**config.mk**
```make
export PLATFORM = sky130hd
export DESIGN_NAME = dmem_wait_responder_flat
export DESIGN_NICKNAME = d
export VERILOG_FILES = /design/src/rtl/dmem_wait_responder_if.sv /design/src/rtl/dmem_wait_responder.sv /design/src/flat_wrapper.sv
export SDC_FILE = /design/constraint.sdc
export NUM_CORES = 2
export LEC_CHECK = 0
export BUFFER_PORTS_ARGS = -buffer_cell sky130_fd_sc_hd__buf_2
export CORE_MARGIN = 1
export CORE_UTILIZATION = 50
export CTS_CLUSTER_DIAMETER = 50
export DETAILED_ROUTE_END_ITERATION = 12
export GPL_TIMING_DRIVEN = 1
export PLACE_DENSITY = 0.78
export SLEW_MARGIN = 20
export SYNTH_ARGS = -nofsm -noshare
export SYNTH_HDL_FRONTEND = slang
export SYNTH_SLANG_ARGS = --single-unit
export TNS_END_PERCENT = 5
```
**constraint.sdc**
```tcl
create_clock -name clk -period 3 [get_ports clk]
set_input_delay 0.6 -clock clk [delete_from_list [all_inputs] [get_ports clk]]
set_output_delay 0.6 -clock clk [all_outputs]
set_load 0.02 [all_outputs]
```
**src/rtl/dmem_wait_responder_if.sv**
```systemverilog
// Load/store handshake bundle between the core (master) and dmem_wait_responder (slave).
interface dmem_wait_responder_if;
    logic        req;
    logic        we;
    logic [31:0] addr;
    logic [31:0] wdata;
    logic [3:0]  wstrb;
    logic [31:0] rdata;
    logic        ready;
    logic        err;

    modport master (
        output req, we, addr, wdata, wstrb,
        input  rdata, ready, err
    );

    modport slave (
        input  req, we, addr, wdata, wstrb,
        output rdata, ready, err
    );
endinterface

```
**src/rtl/dmem_wait_responder.sv**
```systemverilog
// Data-memory responder with req/ready handshake and WAIT programmable wait states.
// Define DMEM_BYTE_STROBE_EN to make stores honour wstrb; otherwise stores write all four bytes.
module dmem_wait_responder #(
    parameter int DEPTH = 64,
    parameter int WAIT  = 2
) (
    input  logic                 clk,
    input  logic                 reset,
    dmem_wait_responder_if.slave bus
);
    localparam int AW = $clog2(DEPTH);

    typedef enum logic [1:0] {
        ST_IDLE,
        ST_WAIT,
        ST_RESP
    } state_t;

    state_t        state_q, state_d;
    logic [3:0]    cnt_q, cnt_d;
    logic          we_q, we_d;
    logic          fault_q, fault_d;
    logic [AW-1:0] idx_q, idx_d;
    logic [31:0]   wdata_q, wdata_d;
    logic          ready_q, ready_d;
    logic          err_q, err_d;
    logic [31:0]   rdata_q, rdata_d;
    logic [3:0]    lanes;
    logic          accept;
    logic          req_fault;
    logic          mem_wr;
    logic [31:0]   mem_q [DEPTH];

    assign accept    = (state_q == ST_IDLE) && bus.req;
    assign req_fault = (bus.addr[1:0] != 2'b00) || (bus.addr[31:AW+2] != '0);
    assign mem_wr    = (state_q == ST_RESP) && we_q && !fault_q;

`ifdef DMEM_BYTE_STROBE_EN
    logic [3:0] wstrb_q, wstrb_d;

    always_comb begin
        wstrb_d = wstrb_q;
        if (accept) begin
            wstrb_d = bus.wstrb;
        end
    end

    always_ff @(posedge clk or negedge reset) begin
        if (!reset) begin
            wstrb_q <= 4'h0;
        end else begin
            wstrb_q <= wstrb_d;
        end
    end

    assign lanes = wstrb_q;
`else
    assign lanes = 4'hF;
`endif

    always_comb begin
        state_d = state_q;
        cnt_d   = cnt_q;
        we_d    = we_q;
        fault_d = fault_q;
        idx_d   = idx_q;
        wdata_d = wdata_q;
        ready_d = 1'b0;
        err_d   = 1'b0;
        rdata_d = rdata_q;
        case (state_q)
            ST_IDLE: begin
                if (bus.req) begin
                    we_d    = bus.we;
                    fault_d = req_fault;
                    idx_d   = bus.addr[AW+1:2];
                    wdata_d = bus.wdata;
                    cnt_d   = 4'(WAIT);
                    state_d = (WAIT > 0) ? ST_WAIT : ST_RESP;
                end
            end
            ST_WAIT: begin
                cnt_d = cnt_q - 4'd1;
                if (cnt_q <= 4'd1) begin
                    cnt_d   = 4'd0;
                    state_d = ST_RESP;
                end
            end
            ST_RESP: begin
                // ready/err/rdata are registered, so they appear in the cycle after RESP,
                // which is also the IDLE cycle where the next request can be sampled.
                ready_d = 1'b1;
                err_d   = fault_q;
                if (fault_q) begin
                    rdata_d = 32'h0;
                end else if (!we_q) begin
                    rdata_d = mem_q[idx_q];
                end
                state_d = ST_IDLE;
            end
            default: begin
                state_d = ST_IDLE;
            end
        endcase
    end

    always_ff @(posedge clk or negedge reset) begin
        if (!reset) begin
            state_q <= ST_IDLE;
            cnt_q   <= 4'd0;
            we_q    <= 1'b0;
            fault_q <= 1'b0;
            idx_q   <= '0;
            wdata_q <= 32'h0;
            ready_q <= 1'b0;
            err_q   <= 1'b0;
            rdata_q <= 32'h0;
        end else begin
            state_q <= state_d;
            cnt_q   <= cnt_d;
            we_q    <= we_d;
            fault_q <= fault_d;
            idx_q   <= idx_d;
            wdata_q <= wdata_d;
            ready_q <= ready_d;
            err_q   <= err_d;
            rdata_q <= rdata_d;
        end
    end

    // Memory is intentionally not reset; a reset during a transaction leaves state_q in IDLE,
    // so a pending store never reaches this write.
    always_ff @(posedge clk) begin
        if (mem_wr) begin
            for (int i = 0; i < 4; i++) begin
                if (lanes[i]) begin
                    mem_q[idx_q][8*i +: 8] <= wdata_q[8*i +: 8];
                end
            end
        end
    end

    assign bus.ready = ready_q;
    assign bus.err   = err_q;
    assign bus.rdata = rdata_q;
endmodule

```
**src/flat_wrapper.sv**
```systemverilog
// flat-port wrapper written by rule: the top's interface ports become plain ports
module dmem_wait_responder_flat 
#(
    parameter int DEPTH = 64,
    parameter int WAIT  = 2
)
  (clk, reset, bus_req, bus_we, bus_addr, bus_wdata, bus_wstrb, bus_rdata, bus_ready, bus_err);
  dmem_wait_responder_if bus_i ();
  input  logic clk;
  input  logic reset;
  input wire logic [$bits(bus_i.req)-1:0] bus_req;
  input wire logic [$bits(bus_i.we)-1:0] bus_we;
  input wire logic [$bits(bus_i.addr)-1:0] bus_addr;
  input wire logic [$bits(bus_i.wdata)-1:0] bus_wdata;
  input wire logic [$bits(bus_i.wstrb)-1:0] bus_wstrb;
  output wire logic [$bits(bus_i.rdata)-1:0] bus_rdata;
  output wire logic [$bits(bus_i.ready)-1:0] bus_ready;
  output wire logic [$bits(bus_i.err)-1:0] bus_err;
  assign bus_i.req = bus_req;
  assign bus_i.we = bus_we;
  assign bus_i.addr = bus_addr;
  assign bus_i.wdata = bus_wdata;
  assign bus_i.wstrb = bus_wstrb;
  assign bus_rdata = bus_i.rdata;
  assign bus_ready = bus_i.ready;
  assign bus_err = bus_i.err;
  dmem_wait_responder #(.DEPTH(DEPTH), .WAIT(WAIT)) u_core (.clk(clk), .reset(reset), .bus(bus_i));
endmodule
```
# Yosys cells after proc, flatten, opt, wreduce, memory -nomap -nowiden
# Memory sizes are Yosys's and may differ from the RTL's.
# Index checks and enable logic that the tools add are counted.
# totals
reg_bits	80
ram_bits	2048
wordCells	41
n_memories	1
# classes
addsub	1
magnitude_cmp	1
eq_ne	5
mux	12
reduce_logical	12
# memory_table
name	words	word_bits	rd	rd_ports_with_merged_regs	wr	line	source
u_core.mem_q	64	32	1	0	1	dmem_wait_responder.sv:32	logic [31:0] mem_q [DEPTH];
# ops
op	count
two-way mux 32 bit	2
nonzero test 24 bit	1
two-way mux 4 bit	2
case mux 4 bit (2 select lines)	1
AND reduction 2 bit	4
<= comparator 4 x 1 -> 1 bit, second input constant	1
two-way mux 1 bit	4
two-way mux 2 bit	2
inequality test 2 bit, second input constant	2
case mux 2 bit (2 select lines)	1
nonzero test 2 bit	2
subtractor 4 x 1 -> 4 bit, second input constant	1
== test 2 x 1 -> 1 bit, second input constant	1
== test 2 bit, second input constant	1
logical AND 1 bit	2
zero test 2 bit	1
inequality test 2 x 1 -> 1 bit, second input constant	1
zero test 1 bit	1
logical OR 1 bit	1

# Longest topological paths before layout
# logic_depth
depth_word	5
ltp_mapped	9
ltp_nobuf	7

# Worst setup path before layout
# OpenSTA, ideal clock, no wires.
# synth_path
kind	reg-to-reg
from	register u_core.idx_q[0]
to	memory u_core.mem_q[60][0] (enable)
setup_time_ns	0.421
arrival_ns	2.646
path_slack_ns	-0.068
path_stages_with_launch	6
n_path_buf	2
period_less_slack_ns	3.068
path_cell_list	dfrtp_1 > buf_6 > buf_4 > nor2_1 > nand2_1 > nor2_1
# synth_lines
item	line	source
start, declared	dmem_wait_responder.sv:23	logic [AW-1:0] idx_q, idx_d;
start signal, assigned	dmem_wait_responder.sv:123	idx_q <= idx_d;
end, declared	dmem_wait_responder.sv:32	
# No word-level cell before the write port.

# Worst setup path after layout
# layout_path
from	register u_core.idx_q[1]
to	register u_core.rdata_q[0] (netlist: u_core.bus.rdata[0])
# layout_via
elab_chain_cells	3
# layout_rtl
item	line	source
memory read (64 x 32 bit)	--	
two-way mux 32 bit	dmem_wait_responder.sv:96	end else if (!we_q) begin
two-way mux 32 bit	dmem_wait_responder.sv:94	if (fault_q) begin
end signal, assigned	dmem_wait_responder.sv:127	rdata_q <= rdata_d;
end, declared	dmem_wait_responder.sv:27	logic [31:0] rdata_q, rdata_d;
# No other way between the ends. The select of a mux whose other input is x is not followed.
# A chain may end at the register's enable or synchronous reset.

==> summary.txt <==
Synth
  – Cell accounting for the most synthesized area: edfxtp_1
  – Post-synth EDFFs: 2,048
  – Post-synth top area share: 77.0%
  – Main flop type after synthesis: edfxtp_1
  – Ranking of synthesized cells by area: edfxtp_1 77%, mux4_2 14%, dfrtp_1 2.5%, a22oi_1 2.3%, mux2_2 0.56%
  – Synth Instances: between 3,000 and 4,000
  – Cell with the most instances after synthesis: edfxtp_1
  – Post-Syn Nets: roughly 3,500
  – Synthesized area per cell: around 23 um2
  – Async S/R FF share, synth: 3.76%
  – Sequential cell area fraction in the yosys report: 79.5%
  – List of most frequent post-synthesis cells: 2,048 x edfxtp_1, 504 x mux4_2, 250 x a22oi_1
  – Netlist Area Pre-Place: approximately 80,000 um2
  – Synth cell types: between 40 and 50
  – Yosys reg bits: ~2,100
  – Total number of yosys warnings: 0

Min path
  – Worst Hold Launch: bus_wdata[7]
  – Hold EP: u_core.wdata_q[7]
  – Worst Hold Depth: 2
  – HP Class: input port to flip-flop

Route
  – WL met1: roughly 73 mm
  – Drc violations: 0
  – Iteration count of the initial detailed-routing pass: 6
  – Routed Antenna Nets: 0
  – Top layer in use: met5
  – Avg WL per Cell: ~36 um
  – DR WL met2: approximately 110 mm
  – Final WL: roughly 220 mm
  – Vias per inst: 6.76
  – Via count: about 42,000
  – Metal3 WL: 28.7 mm
  – Initial DRC count: between 7,000 and 8,000

Worst setup path
  – Crit path DAT: roughly 3700 ps
  – Reg2reg start: u_core.idx_q[1]
  – Setup CP Type: flip-flop to flip-flop
  – R2R cell count: 9
  – CP Max Fanout: 23
  – CP endpoint kind: flip-flop
  – Worst path required time: approximately 3700 ps
  – Critical path launch point type: flip-flop
  – Worst R2R End: u_core.bus.rdata[0]
  – FF-to-FF setup slack: -9 ps

Clock network
  – CTS Buf Count: just over 200
  – H-tree Lvls: 4
  – CTS tree: built
  – CTS root buf: clkbuf_16
  – Num Clock Sinks: around 2,100
  – Clock transition at path regs: around 70 ps
  – Worst-Skew Late Latency: 850 ps
  – Post-CTS setup buffers: 0
  – Max clock buf depth: 3

Floorplanning
  – Die height: between 400 and 500 um
  – Starting Density: ~50%
  – Die Area: about 160,000 um2
  – Site row count: approximately 150
  – Num ports: 106
  – Die width: ~400 um
  – Core Footprint: 159,000 um2

Layout
  – Multi-input logic area: 16,100 um2
  – Area grow syn2layout: 16.4%
  – Final-layout fill cell count: roughly 10,000
  – Register area: 63,600 um2
  – Post-route cell area: 93,000 um2
  – # nets final: between 3,000 and 4,000
  – Layout cells sized above 1: roughly 34%

Timing
  – Tcrit/Tclk final: 100%
  – Clock skew: 46.4 ps
  – Tightest Pin Transition: between 1000 and 1500 ps
  – Setup TNS: -8.72 ps
  – Fin worst setup slack: -8.72 ps
  – F_max: between 300 and 400 MHz
  – RSZ-0062 raised after global routing: yes
  – Fin. Hold Viols: 0
  – Min Tclk post-route: between 3000 and 4000 ps
  – Slew headroom: ~23%
  – Final setup vio count: 1
  – Final max-slew violation count: 0

Global routing
  – Total gr overflow: 0
  – Pin count of the biggest net entering global routing: 66
  – Vias in the first global route: roughly 42,000
  – Wire length of the first global-routing pass: approximately 310 mm
  – GRT Total Usage: around 27%
  – Initial antenna violation count: 9

Status
  – Outcome: finished with violations
  – Failing checks: negative setup slack

Placement
  – Final HPWL DP: about 120 mm
  – Port Buf Inserts: 101
  – Placed Area: approximately 86,000 um2
  – RD Place Congestion: around 0.8
  – Pre-CTS setup slack: -109 ps

Run
  – MaxCap Viol Count: 0

Pwr
  – Total chip power: about 90 mW
  – Pleak: roughly 30 nW
  – PwrDens: 962 nW/um2
  – Maximum vdd drop: roughly 0.63 mV
-- final cells by class --
class	count	share of cell area, %
Sequential cell	2128	68.4
Multi-Input combinational cell	1127	17.3
Clock buffer	282	6.05
Timing Repair Buffer	453	4.73
Tap cell	2072	2.79
Clock inverter	84	0.734
Inverter	6	0.0242
Antenna cell	2	0.00538
-- cells in the final DEF (no fill, tap or decap), types with 46 or more instances in the layout --
master     count
nand4_1       63
clkbuf_1      61
nand2_1       48
buf_12        93
buf_2        100
dfrtp_1       46
clkbuf_16    209
mux4_2       504
a22oi_1      249
buf_4        240
edfxtp_1    2048
nor2_4        65
-- state kept, by name (all words and copies together), names as in the netlist --
| name | flops |
|---|---|
| u_core.bus.ready | 1 |
| u_core.state_q | 2 |
| u_core.bus.err | 1 |
| u_core.cnt_q | 4 |
| u_core.fault_q | 1 |
| u_core.mem_q | 2048 |
| u_core.wdata_q | 32 |
| u_core.bus.rdata | 32 |
| u_core.idx_q | 6 |
| u_core.we_q | 1 |
-- per-stage QoR --
stage	hold slack, ps	utilization, %	cells
floorplan	304	-	3454
global placement	468	54.5	5769
detailed placement	471	54.5	5769
CTS	9.94	58.6	6151
global route	28.2	58.7	6152
finish	49.7	58.7	6154
-- metal layers --
layer	track usage [%]	vias up
met2	44.1	3526
met4	13.7	6
met3	7.56	626
met1	33.9	21700
li1	-	15800
met5	0	-
-- power breakdown --
group	leakage, nW	internal, mW	switching, mW
clock	3.09	13.8	10.9
combinational	6.87	10.4	12.3
sequential	19.4	37.6	4.61
-- critical path, cell delays in order, from the launching register on --
cell and delay [ps]:
dfrtp_4 710, buf_12 230, buf_12 200, buf_12 220, mux4_2 350, a22oi_1 350
nand4_1 150, nor2_1 380, buf_4 190, o21ai_1 50
-- worst max-delay path by stage --
stage / to / startpoint / slack, ps / cells after the start
2_1_floorplan: u_core.mem_q[60][0] / u_core.idx_q[0] / -70 / 5
3_3_place_gp: u_core.bus.rdata[25] / u_core.idx_q[0] / -60 / 8
3_5_place_dp: u_core.bus.rdata[25] / u_core.idx_q[0] / -110 / 8
4_1_cts: u_core.bus.rdata[26] / u_core.idx_q[0] / 20 / 8
5_1_grt: u_core.bus.rdata[0] / u_core.idx_q[0] / -20 / 8
6_report: u_core.bus.rdata[0] / u_core.idx_q[1] / -9 / 9
-- logic make-up (layout without fill, tap and decap cells) --
| kind of cell | after synthesis | in the layout | synth area share, % |
|---|---|---|---|
| compound gates | 315 | 315 | 2.86 |
| fa+ha+maj | 2 | 2 | 0.0313 |
| buf+inv | 199 | 825 | 1.11 |
| flops | 2128 | 2128 | 79.5 |
| mux | 548 | 548 | 14.8 |
| other cells | 0 | 2 | 0 |
| simple gates | 262 | 262 | 1.70 |
-- what timing repair did --
action | 4_1_cts | 5_1_grt
hold endpoints to repair | 58 | 0
hold buffers | 16 | 0
setup endpoints to repair | 2 | 4
resized for setup | 2 | 5
Note: power is estimated with default switching activity, not from simulation.
